## src/rtl/key_sched_pkg.sv

```systemverilog
// Shared constants, FSM encoding and the round-key byte function used by the
// round-key byte generator and its lane slices.
package key_sched_pkg;

  localparam int KEY_BYTES = 16;
  localparam int IDX_W     = 8;
  localparam logic [127:0] KEY_RESET = {128{1'b1}};

  typedef enum logic {
    ST_IDLE = 1'b0,
    ST_RUN  = 1'b1
  } state_e;

  // K(n) = n XOR kb[((n mod 16) - 1) mod 16], kb[0] being the key's top byte.
  // The 4-bit subtraction wraps n mod 16 == 0 onto kb[15].
  function automatic logic [7:0] key_byte(input logic [127:0] key,
                                          input logic [IDX_W-1:0] idx);
    logic [3:0] sel;
    logic [3:0] pos_from_lsb;
    logic [7:0] kb;
    sel          = idx[3:0] - 4'd1;
    pos_from_lsb = 4'd15 - sel;
    kb           = 8'(key >> {pos_from_lsb, 3'b000});
    return idx ^ kb;
  endfunction

endpackage

```

## src/rtl/key_sched_lane.sv

```systemverilog
// One output lane: the round-key byte for a given index, forced to zero when
// the lane falls outside the run's index range.
module key_sched_lane
  import key_sched_pkg::*;
(
  input  logic [127:0]     key_i,
  input  logic [IDX_W-1:0] idx_i,
  input  logic             vld_i,
  output logic [7:0]       byte_o
);

  // Masked lanes carry 0x00 so the consumer never sees stale key material.
  always_comb begin
    byte_o = 8'h00;
    if (vld_i) begin
      byte_o = key_byte(key_i, idx_i);
    end
  end

endmodule

```

## src/rtl/key_schedule_gen.sv

```systemverilog
// Round-key byte generator: emits LANES key bytes per beat in ascending or
// descending index order, framed by start/done with a valid/ready output.
module key_schedule_gen
  import key_sched_pkg::*;
#(
  parameter int LANES    = 3,
  parameter int NUM_KEYS = 96
) (
  input  logic               CLK,
  input  logic               RST,
  input  logic [127:0]       key_in,
  input  logic               key_load,
  input  logic               start,
  input  logic               decrypt,
  input  logic               out_ready,
  output logic               out_valid,
  output logic [8*LANES-1:0] out_keys,
  output logic [7:0]         out_idx,
  output logic [LANES-1:0]   out_lane_mask,
  output logic               busy,
  output logic               done
);

  // Two extra bits keep the descending final beat (index below 1) and the
  // ascending overshoot (index above NUM_KEYS) unambiguous in signed compares.
  localparam int IW = IDX_W + 2;
  localparam logic signed [IW-1:0] IDX_ONE  = IW'(1);
  localparam logic signed [IW-1:0] IDX_STEP = IW'(LANES);
  localparam logic signed [IW-1:0] IDX_LAST = IW'(NUM_KEYS);
  localparam logic signed [IW-1:0] IDX_TOP  = IW'(NUM_KEYS - LANES + 1);

  state_e                state_q, state_d;
  logic [127:0]          key_q, key_d;
  logic                  dec_q, dec_d;
  logic signed [IW-1:0]  idx_q, idx_d;
  logic                  vld_q, vld_d;
  logic [8*LANES-1:0]    keys_q, keys_d;
  logic [7:0]            oidx_q, oidx_d;
  logic [LANES-1:0]      mask_q, mask_d;
  logic                  busy_q, busy_d;
  logic                  done_q, done_d;

  logic [127:0]          eff_key;
  logic signed [IW-1:0]  beat_idx;
  logic                  fire;
  logic                  last_beat;
  logic [LANES-1:0]      lane_vld;
  logic [8*LANES-1:0]    lane_bytes;

  assign fire      = (state_q == ST_RUN) && vld_q && out_ready;
  assign last_beat = dec_q ? (idx_q <= IDX_ONE) : ((idx_q + IDX_STEP) > IDX_LAST);

  // A key loaded on the start edge must already feed the first beat.
  assign eff_key = ((state_q == ST_IDLE) && key_load) ? key_in : key_q;

  // Lane-0 index of the beat that would be registered on this edge.
  always_comb begin
    beat_idx = idx_q;
    if (state_q == ST_IDLE) begin
      beat_idx = decrypt ? IDX_TOP : IDX_ONE;
    end else begin
      beat_idx = dec_q ? (idx_q - IDX_STEP) : (idx_q + IDX_STEP);
    end
  end

  for (genvar j = 0; j < LANES; j++) begin : g_lane
    logic signed [IW-1:0] lane_idx;
    assign lane_idx    = beat_idx + IW'(j);
    assign lane_vld[j] = (lane_idx >= IDX_ONE) && (lane_idx <= IDX_LAST);
    key_sched_lane u_lane (
      .key_i  (eff_key),
      .idx_i  (lane_idx[IDX_W-1:0]),
      .vld_i  (lane_vld[j]),
      .byte_o (lane_bytes[8*j +: 8])
    );
  end

  // FSM state register.
  always_ff @(posedge CLK) begin
    if (RST) begin
      state_q <= ST_IDLE;
    end else begin
      state_q <= state_d;
    end
  end

  // FSM next-state: a run ends only when its final beat is accepted.
  always_comb begin
    state_d = state_q;
    case (state_q)
      ST_IDLE: if (start) state_d = ST_RUN;
      ST_RUN:  if (fire && last_beat) state_d = ST_IDLE;
      default: state_d = ST_IDLE;
    endcase
  end

  // FSM outputs: next values for the key, index and beat registers.
  always_comb begin
    key_d  = key_q;
    dec_d  = dec_q;
    idx_d  = idx_q;
    vld_d  = vld_q;
    keys_d = keys_q;
    oidx_d = oidx_q;
    mask_d = mask_q;
    busy_d = busy_q;
    done_d = 1'b0;
    case (state_q)
      ST_IDLE: begin
        if (key_load) key_d = key_in;
        if (start) begin
          dec_d  = decrypt;
          idx_d  = beat_idx;
          vld_d  = 1'b1;
          keys_d = lane_bytes;
          oidx_d = beat_idx[IDX_W-1:0];
          mask_d = lane_vld;
          busy_d = 1'b1;
        end
      end
      ST_RUN: begin
        if (fire) begin
          if (last_beat) begin
            vld_d  = 1'b0;
            busy_d = 1'b0;
            done_d = 1'b1;
          end else begin
            idx_d  = beat_idx;
            keys_d = lane_bytes;
            oidx_d = beat_idx[IDX_W-1:0];
            mask_d = lane_vld;
          end
        end
      end
      default: ;
    endcase
  end

  // Key, index and output-beat registers; reset also aborts any run.
  always_ff @(posedge CLK) begin
    if (RST) begin
      key_q  <= KEY_RESET;
      dec_q  <= 1'b0;
      idx_q  <= '0;
      vld_q  <= 1'b0;
      keys_q <= '0;
      oidx_q <= '0;
      mask_q <= '0;
      busy_q <= 1'b0;
      done_q <= 1'b0;
    end else begin
      key_q  <= key_d;
      dec_q  <= dec_d;
      idx_q  <= idx_d;
      vld_q  <= vld_d;
      keys_q <= keys_d;
      oidx_q <= oidx_d;
      mask_q <= mask_d;
      busy_q <= busy_d;
      done_q <= done_d;
    end
  end

  assign out_valid     = vld_q;
  assign out_keys      = keys_q;
  assign out_idx       = oidx_q;
  assign out_lane_mask = mask_q;
  assign busy          = busy_q;
  assign done          = done_q;

endmodule

```

## config.mk

```make
export PLATFORM = sky130hd
export DESIGN_NAME = key_schedule_gen
export DESIGN_NICKNAME = d
export VERILOG_FILES = /design/src/rtl/key_sched_pkg.sv /design/src/rtl/key_sched_lane.sv /design/src/rtl/key_schedule_gen.sv
export SDC_FILE = /design/constraint.sdc
export NUM_CORES = 1
export LEC_CHECK = 0
export CORE_MARGIN = 2
export CORE_UTILIZATION = 39
export DETAILED_ROUTE_END_ITERATION = 10
export GPL_TIMING_DRIVEN = 0
export PLACE_DENSITY_LB_ADDON = 0.25
export SYNTH_ARGS = -nofsm -noshare
export SYNTH_HDL_FRONTEND = slang
export SYNTH_SLANG_ARGS = --single-unit
```

## constraint.sdc

```tcl
create_clock -name CLK -period 4.6 [get_ports CLK]
set_input_delay 0.46 -clock CLK [delete_from_list [all_inputs] [get_ports CLK]]
set_output_delay 0.46 -clock CLK [all_outputs]
set_load 0.005 [all_outputs]
```

# Word level (Yosys, flattened, before mapping)
# Index checks and enable logic that the tools add are counted.
# word_totals
ff_bits	177
in_bits	134
word_cells	83
# op_classes
add_sub_neg	10
order_cmp	8
n_eq_ne	4
shift	3
muxes	32
n_bitwise	5
n_reduce_logical	12
# op_table
op	count
$shr 128x7->8	3
$mux 128	1
$mux 24	3
$mux 10	5
$mux 8	6
$pmux 24 s2	1
$ge 10x2->1 const B	3
$le 10x8->1 const B	3
$xor 8x8->8	3
$add 10x3->10 const B	2
$pmux 10 s2	1
$pmux 8 s2	1
$sub 4x1->4 const B	3
$sub 4x4->4 const A	3
$add 10x2->10 const B	1
$gt 10x8->1 const B	1
$le 10x2->1 const B	1
$sub 10x3->10 const B	1
$mux 3	3
$logic_and 1x1->1	7
$mux 1	7
$mux 7	1
$pmux 3 s2	1
$reduce_and 3->1	2
other kinds (6)	11

# Logic depth before layout (Yosys ltp)
# depth
word_depth	12
mapped_depth	22

# Hierarchy
# From an unflattened synthesis, not the netlist that was laid out.
# hier_totals
cells_unflattened	1115
hier_area_um2	12131.6
# modules_own_cells
module	instances	cells_per_inst	area_per_inst_um2
key_schedule_gen	1	758	7818.7
key_sched_lane	3	119	1437.6

# Worst setup path before layout
# Ideal clock, no wire load.
# synth_path
path_type	register to register
start	reg idx_q[0]
end	reg keys_q[15] (netlist: out_keys[15])
arrival_time_ps	4776
slack_ps	-245
path_stages_with_launch	23
path_buffers	6
period_less_slack_ps	4845
path_cell_list	dfxtp_1 > buf_2 > inv_1 > ha_1 > buf_2 > mux2i_1 > mux2i_2 > nand2_2 > inv_2 > buf_1 > ha_1 > clkbuf_1 > a21boi_1 > o2111ai_1 > mux2i_1 > or3_1 > buf_4 > xor2_4 > buf_4 > mux4_2 > nand3_1 > nand3_1 > o21ai_1
# synth_between
elab_chain_len	12
# synth_lines
element	line	rtl
from (decl)	key_schedule_gen.sv:35	logic signed [IW-1:0] idx_q, idx_d;
from (signal assigned)	key_schedule_gen.sv:154	idx_q <= idx_d;
$add 10x3->10 / $sub 10x3->10 (equally long branches)	key_schedule_gen.sv:62	beat_idx = dec_q ? (idx_q - IDX_STEP) : (idx_q + IDX_STEP);
$mux 10 (*)	key_schedule_gen.sv:62	
$mux 10 (*)	key_schedule_gen.sv:59	if (state_q == ST_IDLE) begin
via beat_idx[2]	key_schedule_gen.sv:44	logic signed [IW-1:0] beat_idx;
$add 10x2->10 (*)	key_schedule_gen.sv:68	assign lane_idx = beat_idx + IW'(j);
$sub 4x1->4	key_sched_pkg.sv:21	sel = idx[3:0] - 4'd1;
$sub 4x4->4	key_sched_pkg.sv:22	pos_from_lsb = 4'd15 - sel;
$shr 128x7->8	key_sched_pkg.sv:23	kb = 8'(key >> {pos_from_lsb, 3'b000});
$xor 8x8->8	key_sched_pkg.sv:24	return idx ^ kb;
$mux 8 (*)	key_sched_lane.sv:15	if (vld_i) begin
$mux 24	key_schedule_gen.sv:123	if (last_beat) begin
$mux 24	key_schedule_gen.sv:122	if (fire) begin
$pmux 24 s2 (*)	key_schedule_gen.sv:108	case (state_q)
to (signal assigned)	key_schedule_gen.sv:156	keys_q <= keys_d;
to (decl)	key_schedule_gen.sv:37	logic [8*LANES-1:0] keys_q, keys_d;
# The timed path passes the listed nets; every way through them passes the cells marked *. The select of a mux whose other input is x is not followed.
# A chain may end at the register's enable or synchronous reset.

# Worst setup path after layout
# layout_path
start	reg idx_q[0]
end	reg keys_q[18] (netlist: out_keys[18])
# layout_between
elab_chain_len	12
# layout_lines
element	line
$add 10x3->10 / $sub 10x3->10 (equally long branches)	key_schedule_gen.sv:51, key_schedule_gen.sv:62
$mux 10	key_schedule_gen.sv:62
$mux 10	key_schedule_gen.sv:59
$add 10x3->10	key_schedule_gen.sv:68
$sub 4x1->4	key_sched_pkg.sv:21
$sub 4x4->4	key_sched_pkg.sv:22
$shr 128x7->8	key_sched_pkg.sv:23
$xor 8x8->8	key_sched_pkg.sv:24
$mux 8	key_sched_lane.sv:15
$mux 24	key_schedule_gen.sv:123
$mux 24	key_schedule_gen.sv:122
$pmux 24 s2	key_schedule_gen.sv:108
# Several ways; a longest one is shown, not always the timed one. The select of a mux whose other input is x is not followed.

==> impl_metrics.csv <==
group,metric,value,unit
power,comb_power_share,37.6,%
finish,final_common_cell,"mux2i_1",
finish,layout_common_cells,"mux2i_1 (236), clkdlybuf4s50_1 (171), dfxtp_1 (167)",
cts,clock_path_buffers,2,
setup_path,startpoint_type,"flip-flop",
setup_path,reg2reg_slack,0.09,ns
setup_path,worstSetupEndpointType,"flip-flop",
sta,min_period_over_period,98.0,%
place,pre_cts_ws,-1.53,ns
logic_synthesis,synth_top_flop_cell,"dfxtp_1",
cts,clock-sinks,169,
power,p_leak,5.38,nW
die,die_x,170,um
sta,worst_slew_pin_slew,1.23,ns
sta,setup_slack,0.0928,ns
logic_synthesis,synthTopCellsByArea,"dfxtp_1 (31%), mux2i_1 (23%), mux4_2 (11%)",
finish,area_growth,27.6,%
setup_path,path_cells,"buf_6 -> inv_1 -> ha_1 -> clkbuf_4 -> mux2i_4 -> mux2i_4 -> nand2_4 -> clkbuf_4 -> ha_2 -> xor2_4 -> clkbuf_4 -> mux4_2 -> mux2i_1 -> xnor2_1 -> a22o_1",
setup_path,crit_buf_inv,5,
cts,htreeDepth,4,
power,power.density,368,mW/mm^2
place,place_area,0.0129,sq mm
logic_synthesis,synth-async-reset-ratio,0,%
grt,antenna_found_initial,1,
place,dp_hpwl,28300,um
detailed_routing,wl_per_cell,24.0,um
detailed_routing,antenna_left,0,
setup_path,cp_slowest_stage_delay,0.54,ns
place,port_buffers,171,
logic_synthesis,synth_top_cell_by_area,"dfxtp_1",
finish,final_cell_area,0.0137,sq mm
detailed_routing,viasPerCell,5.79,
die,die_h,170,um
finish,final_cells,1595,
cts,clk_pin_slew_worst_paths,0.07,ns
cts,cts_tree,"built",
grt,grt_usage,26.5,%
sta,slew_headroom,17.6,%
place,place_inst,1558,
die,fp.coreArea,0.0270,sq mm
cts,cts_made_buffers,17,
sta,layout_min_cycle_time,4.51,ns
setup_path,rr_endpoint,"out_keys[18]",
setup_path,cp_top_family,"multiplexers",
power,power_frac_seq,32.6,%
power,intPower,3.24,mW
logic_synthesis,syn_area_per_cell,10.3,sq um
power,clockPowerShare,29.8,%
run,maxCapViolCount,0,
place,finalWeightedCongestion,0.927,
setup_path,critPathSlowestCell,"mux4_2",
logic_synthesis,synth_edf_count,0,
grt,grt_max_degree,20,
logic_synthesis,syn-num-nets,1190,
cts,root_buffer,"clkbuf_16",
logic_synthesis,yosysUniqueCellTypes,84,
setup_path,critPathLaunch,"idx_q[0]",
finish,post_route_cells_drive_above_1_share,16.4,%
die,ioPinCount,172,
logic_synthesis,ys_warn_count,0,
setup_path,worstSetupPathType,"reg2reg",
cts,hold_buffers,0,
die,die_area,0.0289,sq mm
sta,fin_skew,0.0158,ns
power,total_power,5.05,mW
worst_hold_path,hold_class,"reg2reg",
logic_synthesis,yosysSeqAreaShare,31.4,%
die,start_util,39.8,%
setup_path,cp.depth,15,
logic_synthesis,yosysTopAreaCellShare,31.4,%
detailed_routing,drc,0,
logic_synthesis,synth_area,0.0108,sq mm
power,peakVddDrop,0.000258,V
detailed_routing,num_vias,9229,
setup_path,critical_path.most_common_cell,"clkbuf_4",
power,sw_frac_of_total,35.8,%
cts,clk_latency,0.46,ns
power,power_switching,1.81,mW
sta,final_hold_viol_count,0,
outcome,status,"finished clean",
setup_path,ff2ff_path_depth,15,
setup_path,crit_end,"out_keys[18]",
detailed_routing,first_iter_violations,745,
sta,drv_slew,0,
sta,rsz0062_at_grt,"yes",
logic_synthesis,syn_inst,1046,
setup_path,required,4.94,ns
setup_path,crit_arrival,4.85,ns
detailed_routing,first_pass_iters,5,
finish,fillers,2512,
grt,grt_pass1_vias,9069,
finish,fin_nets,1384,
detailed_routing,wirelength,38200,um
setup_path,r2r_start,"idx_q[0]",
setup_path,crit_path_max_fanout,10,
sta,setup-violations-final,0,
die,placementRows,60,
sta,fmax,222,MHz
grt,grt_remaining_overflow,0,
grt,grt_pass1_wl,56300,um
logic_synthesis,synth-seq-cells,169,
==> cell type report <==
cell class	count	area (sq um)	area share, %
Multi-Input combinational cell	780	6970	50.8
Sequential cell	169	3390	24.7
Timing Repair Buffer	179	1780	13.0
Buffer	85	520	3.79
Clock buffer	18	439	3.20
Tap cell	341	427	3.11
Clock inverter	14	168	1.22
Inverter	8	32.5	0.237
Antenna cell	1	2.50	0.0182
==> registers in the layout, summed over array words and instances, names as in the netlist <==
signal and cells:
out_keys 24, busy 1, out_lane_mask 3, done 1, dec_q 1, state_q 1, key_q 128, idx_q 10
==> cell usage after synthesis, types with 6 or more instances <==
cell type / count
nor2b_1: 9
mux4_2: 51
a21oi_1: 17
buf_2: 28
nor3_1: 7
xor2_1: 12
mux2_2: 6
mux2i_1: 242
xnor2_1: 25
ha_1: 10
nand2_1: 49
nor2_1: 41
nand2b_1: 136
clkbuf_1: 35
nand3b_1: 6
dfxtp_1: 169
nand3_1: 24
a22o_1: 16
buf_4: 20
o21ai_1: 12
==> worst min-delay path, stage by stage (launching register included) <==
cell and delay (ns):
dfxtp_1 0.31, nand2_1 0.05, o21ai_1 0.05
==> routing by layer <==
metal | part of all wire [%] | track usage, %
met1 | 41 | 34.2
met3 | 8.4 | 4.84
met2 | 46 | 43.4
met5 | 0 | 0
met4 | 4.5 | 11.6
==> cells by family (layout without fill, tap and decap cells) <==
logic type                 Yosys count  count (layout)  share of synthesized area, %
adders and majority gates           10              10                          1.16
other                                0               1                             0
AOI/OAI and AO/OA                  102             102                          7.12
buffers and inverters               97             304                          4.55
xor gates and xnor gates            41              41                          3.83
muxes                              302             302                          34.2
and+or+nand+nor                    325             325                          17.7
DFF                                169             169                          31.4
==> timing repair <==
action,in CTS,in global routing
setup buffers,7,1
pin swaps,1,3
resized for setup,36,21
endpoints found under the setup margin,26,18
==> worst min path at each step <==
stage	start	to	slack, ns	cells after the start
2_1_floorplan	out_keys[15]	out_keys[15]	0.44	2
3_3_place_gp	out_keys[13]	out_keys[13]	0.44	2
3_5_place_dp	out_keys[14]	out_keys[14]	0.44	2
4_1_cts	out_keys[14]	out_keys[14]	0.45	2
5_1_grt	out_keys[8]	out_keys[8]	0.47	2
6_report	out_keys[14]	out_keys[14]	0.45	2
==> power by group through the flow <==
stage	registers, mW	logic [mW]	clock network [mW]
final	1.64	1.90	1.51
after global routing	1.65	1.99	1.57
after CTS	1.64	1.84	1.52
after detailed placement	1.68	1.77	0
after global placement	1.67	1.75	0
after floorplan	1.66	1.14	0
==> metrics by stage <==
step / utilization, % / setup TNS, ns / hold WS (ns)
finish: 50.8 / 0 / 0.451
global route: 50.8 / -0.0108 / 0.473
CTS: 50.6 / 0 / 0.454
detailed placement: 47.8 / -32.64 / 0.444
global placement: 47.8 / -31.79 / 0.437
floorplan: - / 0 / 0.442
No activity file was read; power rests on OpenSTA's default activity.
